`config.mk`:
```
export PLATFORM = sky130hd
export DESIGN_NAME = input_debouncer
export DESIGN_NICKNAME = d
export VERILOG_FILES = /design/src/rtl/input_debouncer_pkg.sv /design/src/rtl/input_debouncer_sync_2ff.sv /design/src/rtl/input_debouncer.sv
export SDC_FILE = /design/constraint.sdc
export NUM_CORES = 1
export LEC_CHECK = 0
export ABC_AREA = 0
export CAP_MARGIN = 5
export CORE_MARGIN = 2
export CORE_UTILIZATION = 50
export DETAILED_ROUTE_END_ITERATION = 6
export DONT_BUFFER_PORTS = 1
export HOLD_SLACK_MARGIN = 0.15
export PLACE_DENSITY = 0.68
export SETUP_SLACK_MARGIN = 0.3
export SYNTH_ARGS = -nofsm -noshare
export SYNTH_HDL_FRONTEND = slang
export SYNTH_SLANG_ARGS = --single-unit
```
`constraint.sdc`:
```
create_clock -name clk -period 1.4 [get_ports clk]
set_input_delay 0.07 -clock clk [delete_from_list [all_inputs] [get_ports clk]]
set_output_delay 0.07 -clock clk [all_outputs]
set_load 0.02 [all_outputs]
```
`src/rtl/input_debouncer_pkg.sv`:
```
// Shared debounce definitions: state encodings, default parameters, state decode helpers.
package input_debouncer_pkg;

    localparam int unsigned DEBOUNCE_CYCLES_DEF = 4;
    localparam int unsigned CNT_W_DEF           = 16;
    localparam int unsigned STATE_W             = 2;

    typedef enum logic [STATE_W-1:0] {
        ST_LOW    = 2'b00,
        WAIT_HIGH = 2'b01,
        ST_HIGH   = 2'b10,
        WAIT_LOW  = 2'b11
    } db_state_t;

    // Debounced level implied by a state: high once a rise has committed.
    function automatic logic state_level(input db_state_t s);
        return (s == ST_HIGH) || (s == WAIT_LOW);
    endfunction

    // True while a candidate level change is being qualified.
    function automatic logic state_waiting(input db_state_t s);
        return (s == WAIT_HIGH) || (s == WAIT_LOW);
    endfunction

endpackage

```
`src/rtl/input_debouncer_sync_2ff.sv`:
```
// Two-flop synchronizer for the raw asynchronous input; clears to 0 on reset.
module sync_2ff (
    input  logic clk,
    input  logic reset,
    input  logic d,
    output logic q
);

    logic meta;

    // First stage captures the async level, second stage resolves metastability.
    always_ff @(posedge clk or negedge reset) begin
        if (!reset) begin
            meta <= 1'b0;
            q    <= 1'b0;
        end else begin
            meta <= d;
            q    <= meta;
        end
    end

endmodule

```
`src/rtl/input_debouncer.sv`:
```
// Debouncer: synchronizes a raw level and accepts a new level only after it has
// been stable for DEBOUNCE_CYCLES synchronized cycles. a_db and busy are flops.
module input_debouncer
    import input_debouncer_pkg::*;
#(
    parameter int unsigned DEBOUNCE_CYCLES = DEBOUNCE_CYCLES_DEF,
    parameter int unsigned CNT_W           = CNT_W_DEF
) (
    input  logic clk,
    input  logic reset,
    input  logic a,
    output logic a_db,
    output logic busy
);

    localparam logic [CNT_W-1:0] CNT_MAX = CNT_W'(DEBOUNCE_CYCLES - 1);
    localparam logic [CNT_W-1:0] CNT_ONE = CNT_W'(1);

    logic             a_sync;
    db_state_t        state_q;
    db_state_t        state_d;
    logic [CNT_W-1:0] count_q;
    logic [CNT_W-1:0] count_d;
    logic             a_db_d;
    logic             busy_d;

    // Only the synchronizer's first stage ever sees the raw input.
    sync_2ff u_sync (
        .clk   (clk),
        .reset (reset),
        .d     (a),
        .q     (a_sync)
    );

    // State register: state, qualification counter and registered outputs.
    always_ff @(posedge clk or negedge reset) begin
        if (!reset) begin
            state_q <= ST_LOW;
            count_q <= '0;
            a_db    <= 1'b0;
            busy    <= 1'b0;
        end else begin
            state_q <= state_d;
            count_q <= count_d;
            a_db    <= a_db_d;
            busy    <= busy_d;
        end
    end

    // Next-state: enter WAIT on a level change, count while it holds, commit or abort.
    always_comb begin
        state_d = state_q;
        count_d = '0;
        case (state_q)
            ST_LOW: begin
                if (a_sync) begin
                    state_d = WAIT_HIGH;
                    count_d = CNT_ONE;
                end
            end
            WAIT_HIGH: begin
                if (!a_sync) begin
                    state_d = ST_LOW;
                end else if (count_q >= CNT_MAX) begin
                    state_d = ST_HIGH;
                end else begin
                    count_d = count_q + CNT_ONE;
                end
            end
            ST_HIGH: begin
                if (!a_sync) begin
                    state_d = WAIT_LOW;
                    count_d = CNT_ONE;
                end
            end
            WAIT_LOW: begin
                if (a_sync) begin
                    state_d = ST_HIGH;
                end else if (count_q >= CNT_MAX) begin
                    state_d = ST_LOW;
                end else begin
                    count_d = count_q + CNT_ONE;
                end
            end
            default: begin
                state_d = ST_LOW;
            end
        endcase
    end

    // Output decode from the next state so the flopped outputs track the state register.
    always_comb begin
        a_db_d = 1'b0;
        busy_d = 1'b0;
        a_db_d = state_level(state_d);
        busy_d = state_waiting(state_d);
    end

endmodule

```
==> flow_summary_export.csv, run 1 <==
group,metric,value,unit
routing,drtAntennaViolNets,0,
synth,synth_commonest_cells,"21 x dfrtp_1, 3 x nor2_1, 2 x nor4_2",
sta,post-route-period-util,93.5,%
pwr,leakagePower,0.378,nW
sta,slew_viol_final,0,
cells_and_area,layout_commonest_cell,"dfrtp_1",
synth,synthCells,39,
routing,dr.pass1.iters,4,
min_path,hp-start,"a",
sta,finalHoldViolCount,0,
routing,num_vias,332,
pwr,p_total,1.35,mW
global_route,grt_pass1_vias,379,
critical_path,slowest_stage,"dfrtp_1",
synth,synth-async-reset-ratio,100,%
pwr,powerDensity,1580,mW/mm2
cells_and_area,nets,65,
sta,period_needed,1.31,ns
floorplan,core_area,0.00127,mm2
min_path,hold_class,"input port to register",
floorplan,dieArea,0.00164,mm2
critical_path,end_kind,"register",
synth,synth-main-ff-cell,"dfrtp_1",
sta,tightest_slew,0.877,ns
floorplan,chipWidth,40.6,um
routing,wl_per_cell,13.8,um
critical_path,startpoint,"count_q[9]",
critical_path,cpPeakStageDelay,0.41,ns
sta,fmax,0.764,GHz
place,gp_congestion,0.618,
run,maxCapViolCount,0,
cells_and_area,n_antenna_cell,0,
global_route,grt_max_degree,22,
place,dp.final_hpwl,694,um
sta,finClkSkew,0.00256,ns
synth,synth_most_common_cell,"dfrtp_1",
sta,tns,0,ns
critical_path,critPathKind,"register to register",
cells_and_area,final_cell_mix,"21 x dfrtp_1, 14 x conb_1, 3 x nor4_4, 3 x clkbuf_4",
synth,yosys.area.top_type,"dfrtp_1",
critical_path,critPathArrivalTime,1.50,ns
clocking,cts_tree,"done",
routing,drtIter0Drc,3,
cells_and_area,final_util,67.2,%
pwr,ir_drop,0.844,mV
global_route,gr-total-overflow,0,
synth,ys_types,16,
synth,synth.area.top_cells,"dfrtp_1 79%, nor4_2 3.7%, nor4_4 3.2%",
synth,synth_top_area_share,78.7,%
critical_path,start_kind,"register",
clocking,insertion_delay,0.29,ns
sta,max_slew_margin,41.4,%
global_route,grt_pass1_wl,1630,um
sta,holdWs,0.323,ns
clocking,cts_buffers,3,
routing,drc_errors,0,
critical_path,cp_max_fo,2,
synth,ys_seq_area_share,78.7,%
global_route,antenna_found_initial,0,
routing,routed_wl,1040,um
clocking,h-tree-depth,1,
global_route,grt_usage,17.5,%
cells_and_area,drive_gt1_share,25.0,%
critical_path,reg2reg_from,"count_q[9]",
critical_path,required,1.59,ns
floorplan,ioPinCount,5,
synth,syn_area_per_cell,17.1,um2
place,portBuffers,0,
cells_and_area,final_cells,75,
clocking,cts.sinks,21,
clocking,path_clk_slew,0.10,ns
cells_and_area,area_growth,27.5,%
sta,rsz0062_at_grt,"true",
synth,yosys_warnings,0,
floorplan,start_util,52.7,%
floorplan,rows,13,
synth,synth_edf_count,0,
synth,synth_area,668,um2
synth,ys_ff_latch,21,
routing,viasPerCell,4.43,
floorplan,chipHeight,40.6,um
place,dpl.cell_count,67,
sta,final-setup-viol-count,0,
critical_path,worstPathCellList,"nor4_4 -> a41oi_2 -> mux2_2",
clocking,root_buffer,"clkbuf_4",
outcome,outcome,"complete, no violations",
clocking,cts.path.max_buffers,2,
-- cell families (layout without fill, tap and decap cells) --
group | count (synthesis) | in the layout | synth area share, %
buf+inv | 1 | 9 | 0.561
mux | 1 | 1 | 1.69
xor+xnor | 2 | 2 | 2.62
flops | 21 | 21 | 78.7
simple gates | 10 | 10 | 11.6
other cells | 1 | 14 | 0.561
compound gates | 2 | 2 | 2.44
fa+ha+maj | 1 | 1 | 1.87
-- final timing paths --
check	to	slack [ns]	cells past startpoint
max	state_q[1]	0.09	3
min	u_sync.meta	0.32	1
max reg2reg	state_q[1]	0.09	3
min reg2reg	u_sync.q	0.37	0
max in group asynchronous	count_q[10]	0.53	1
min in group asynchronous	count_q[0]	0.33	1
-- final cells by class --
cell class                      instances  area (um2)
Sequential cell                        21         526
Fill cell                              97         417
Multi-Input combinational cell         30         243
Timing Repair Buffer                    4        35.0
Clock buffer                            4        26.3
Tap cell                               15        18.8
Inverter                                1        3.75
-- flip-flops by register name (all words and copies together), names as in the netlist --
register,count
busy,1
count_q,16
state_q,2
u_sync.meta,1
u_sync.q,1
-- stage by stage --
step                area [um2]  setup slack (ns)
finish                     852            0.0908
global route               852            0.0120
CTS                        830            0.0849
detailed placement         738            0.0350
global placement           738            0.0708
floorplan                  719             0.102
-- metal layers --
metal / GRT usage [%] / wire, um
met5: 0 / 0
met4: 10.0 / 20
met3: 6.67 / 31
met2: 30.2 / 599
met1: 17.8 / 383
-- worst max-delay path: cells and delay by family (launching register included) --
kind,cells,cell delay (ns)
simple gates,1,0.33
compound gates,1,0.17
mux,1,0.29
flops,1,0.41
-- where the power goes --
group / switching (mW) / leakage, nW / internal (mW)
sequential: 0.105 / 0.250 / 0.685
clock: 0.160 / 0.0150 / 0.111
combinational: 0.147 / 0.114 / 0.141
total: 0.411 / 0.378 / 0.937
-- timing repair --
action	4_1_cts	5_1_grt
gates cloned	0	0
hold endpoints to repair	22	0
resized for setup	5	4
buffers inserted	2	0
pin swaps	4	0
hold buffers	2	0
setup endpoints to repair	5	5
Power figures use the tool's default switching activity.
==> inputs of run 2 (changes only) <==
Settings changed: SYNTH_HIERARCHICAL from default to 1.
==> flow_summary_export.csv, run 2 <==
group,metric,value,unit
synth,synth_area,668,um2
clocking,root_buffer,"clkbuf_4",
cells_and_area,final_util,65.8,%
cells_and_area,largest_reg_flops,16,
critical_path,cp_max_fo,2,
synth,synth-async-reset-ratio,100,%
synth,synth_commonest_cells,"21 x dfrtp_1, 3 x nor2_1, 2 x nor4_2",
floorplan,start_util,52.7,%
synth,yosys_warnings,6,
floorplan,chipWidth,40.6,um
pwr,combPwrFrac,18.2,%
synth,synth_top_family_by_area,"simple AND/OR/NAND/NOR gates",
clocking,path_clk_slew,0.10,ns
place,gp_congestion,0.615,
critical_path,ff2ff_setup_slack,0.09,ns
critical_path,reg2reg_from,"count_q[0]",
floorplan,core_area,0.00127,mm2
min_path,hold_class,"input port to asynchronous set/reset pin",
synth,synth_compound_area_share,2.43,%
synth,yosys.area_share.adder,1.87,%
sta,holdWs,0.320,ns
synth,ys_ff_latch,21,
floorplan,chipHeight,40.6,um
pwr,leakagePower,0.370,nW
routing,viasPerCell,4.17,
synth,ys_seq_area_share,78.7,%
sta,tightest_slew,0.845,ns
cells_and_area,largest-register,"count_q",
critical_path,r2r_end,"state_q[1]",
critical_path,end_kind,"register",
synth,synth-simple-area-share,11.6,%
pwr,switching_power,0.362,mW
cells_and_area,nets,65,
routing,drc_errors,0,
synth,synthCells,39,
routing,routed_wl,787,um
sta,finClkSkew,0.00746,ns
place,portBuffers,0,
synth,synth_xor_area_share,2.62,%
sta,slew_viol_final,0,
synth,synth-main-ff-cell,"dfrtp_1",
clocking,cts.sinks,21,
cells_and_area,fillers,90,
pwr,p_int,0.914,mW
floorplan,rows,13,
synth,synth_top_area_share,78.7,%
pwr,ir_drop,0.795,mV
floorplan,dieArea,0.00164,mm2
sta,final-setup-viol-count,0,
routing,drtAntennaViolNets,0,
clocking,cts.path.max_buffers,2,
place,post-place-ws,0.0105,ns
clocking,cts_tree,"done",
global_route,grt_pass1_vias,349,
cells_and_area,reg_top3,"count_q (16), state_q (2)",
synth,yosys.area.top_type,"dfrtp_1",
global_route,antenna_found_initial,0,
global_route,grt_pass1_wl,1340,um
clocking,cts_buffers,3,
critical_path,required,1.59,ns
sta,fmax,0.764,GHz
critical_path,critPathArrivalTime,1.50,ns
sta,period_needed,1.31,ns
pwr,swShare,28.4,%
clocking,insertion_delay,0.29,ns
pwr,powerDensity,1530,mW/mm2
outcome,outcome,"complete, no violations",
synth,synth.area.top_cells,"dfrtp_1 79%, nor4_2 3.7%, nor4_4 3.2%",
sta,max_slew_margin,43.4,%
sta,post-route-period-util,93.4,%
critical_path,start_kind,"register",
synth,ys_types,16,
critical_path,critPathKind,"register to register",
sta,tns,0,ns
place,dp.final_hpwl,595,um
global_route,grt_max_degree,22,
cells_and_area,final_cell_mix,"21 x dfrtp_1, 14 x conb_1, 3 x nor4_4, 3 x clkbuf_4",
global_route,gr-total-overflow,0,
synth,syn_area_per_cell,17.1,um2
cells_and_area,n_antenna_cell,0,
routing,wl_per_cell,10.5,um
sta,finalHoldViolCount,0,
routing,drtIter0Drc,0,
routing,num_vias,313,
pwr,clkPwrFrac,20.9,%
synth,muxShareOfSynthArea,1.69,%
critical_path,r2r.worst_path.cells,4,
cells_and_area,layout_commonest_cell,"dfrtp_1",
sta,fin_ws,0.0918,ns
sta,rsz0062_at_grt,"true",
synth,synth_most_common_cell,"dfrtp_1",
floorplan,ioPinCount,5,
cells_and_area,drive_gt1_share,21.7,%
routing,dr.pass1.iters,1,
clocking,h-tree-depth,1,
synth,synth_edf_count,0,
run,maxCapViolCount,0,
pwr,p_seq_share,60.9,%
cells_and_area,area_growth,24.9,%
global_route,grt_usage,13.8,%
run 2: cell counts after synthesis:
No cell type changed its count.
run 2: per-stage QoR:
step	instance area (um2)	cells	total power, mW
CTS	835	75	1.29
finish	835	75	1.28
detailed placement	738	67	0.931
global placement	738	67	0.906
global route	835	75	1.36
floorplan	719	52	0.892
run 2: timing repair:
action                                  in CTS  in global routing
hold endpoints to repair                    22                  0
hold buffers                                 2                  0
resized for setup                            6                  0
pin swaps                                    4                  1
buffers inserted                             2                  0
endpoints found under the setup margin       5                  5
cloned                                       0                  0
run 2: kinds of logic after synthesis:
family	count (synthesis)
XOR/XNOR	2
AO/OA/AOI/OAI	2
flip-flops	21
adder cells (fa/ha/maj)	1
other	1
buffers and inverters	1
multiplexers	1
AND/OR/NAND/NOR	10
run 2: how the worst max path moves through the flow:
stage                       endpoint  startpoint
after global routing      state_q[1]  count_q[0]
after detailed placement  state_q[1]  count_q[0]
final                     state_q[1]  count_q[0]
after floorplan           state_q[1]  count_q[0]
after global placement    state_q[1]  count_q[0]
after CTS                 state_q[1]  count_q[0]
run 2: layer usage:
layer / track usage [%] / wire length (um) / vias up
li1: - / - / 160
met1: 14.3 / 312 / 149
met4: 7.50 / 0 / 0
met3: 5.00 / 28 / 0
met2: 23.8 / 446 / 4
met5: 0 / 0 / -
run 2: layout make-up:
type	instances	area, um2	area share (%)
Sequential cell	21	526	63.0
Multi-Input combinational cell	30	225	27.0
Inverter	1	3.75	0.450
Tap cell	15	18.8	2.25
Timing Repair Buffer	4	35.0	4.20
Clock buffer	4	26.3	3.15
run 2: critical path, cell delays in order (launching register included):
cell	delay, ns
dfrtp_1	0.40
ha_2	0.20
nor4_4	0.16
a41oi_2	0.16
mux2_2	0.29
run 2: power by group through the flow:
stage	Sequential [mW]	Combinational, mW	Clock (mW)
3_5_place_dp	0.791	0.140	0
4_1_cts	0.780	0.234	0.279
2_1_floorplan	0.776	0.116	0
3_3_place_gp	0.783	0.123	0
6_report	0.778	0.232	0.266
5_1_grt	0.793	0.262	0.310
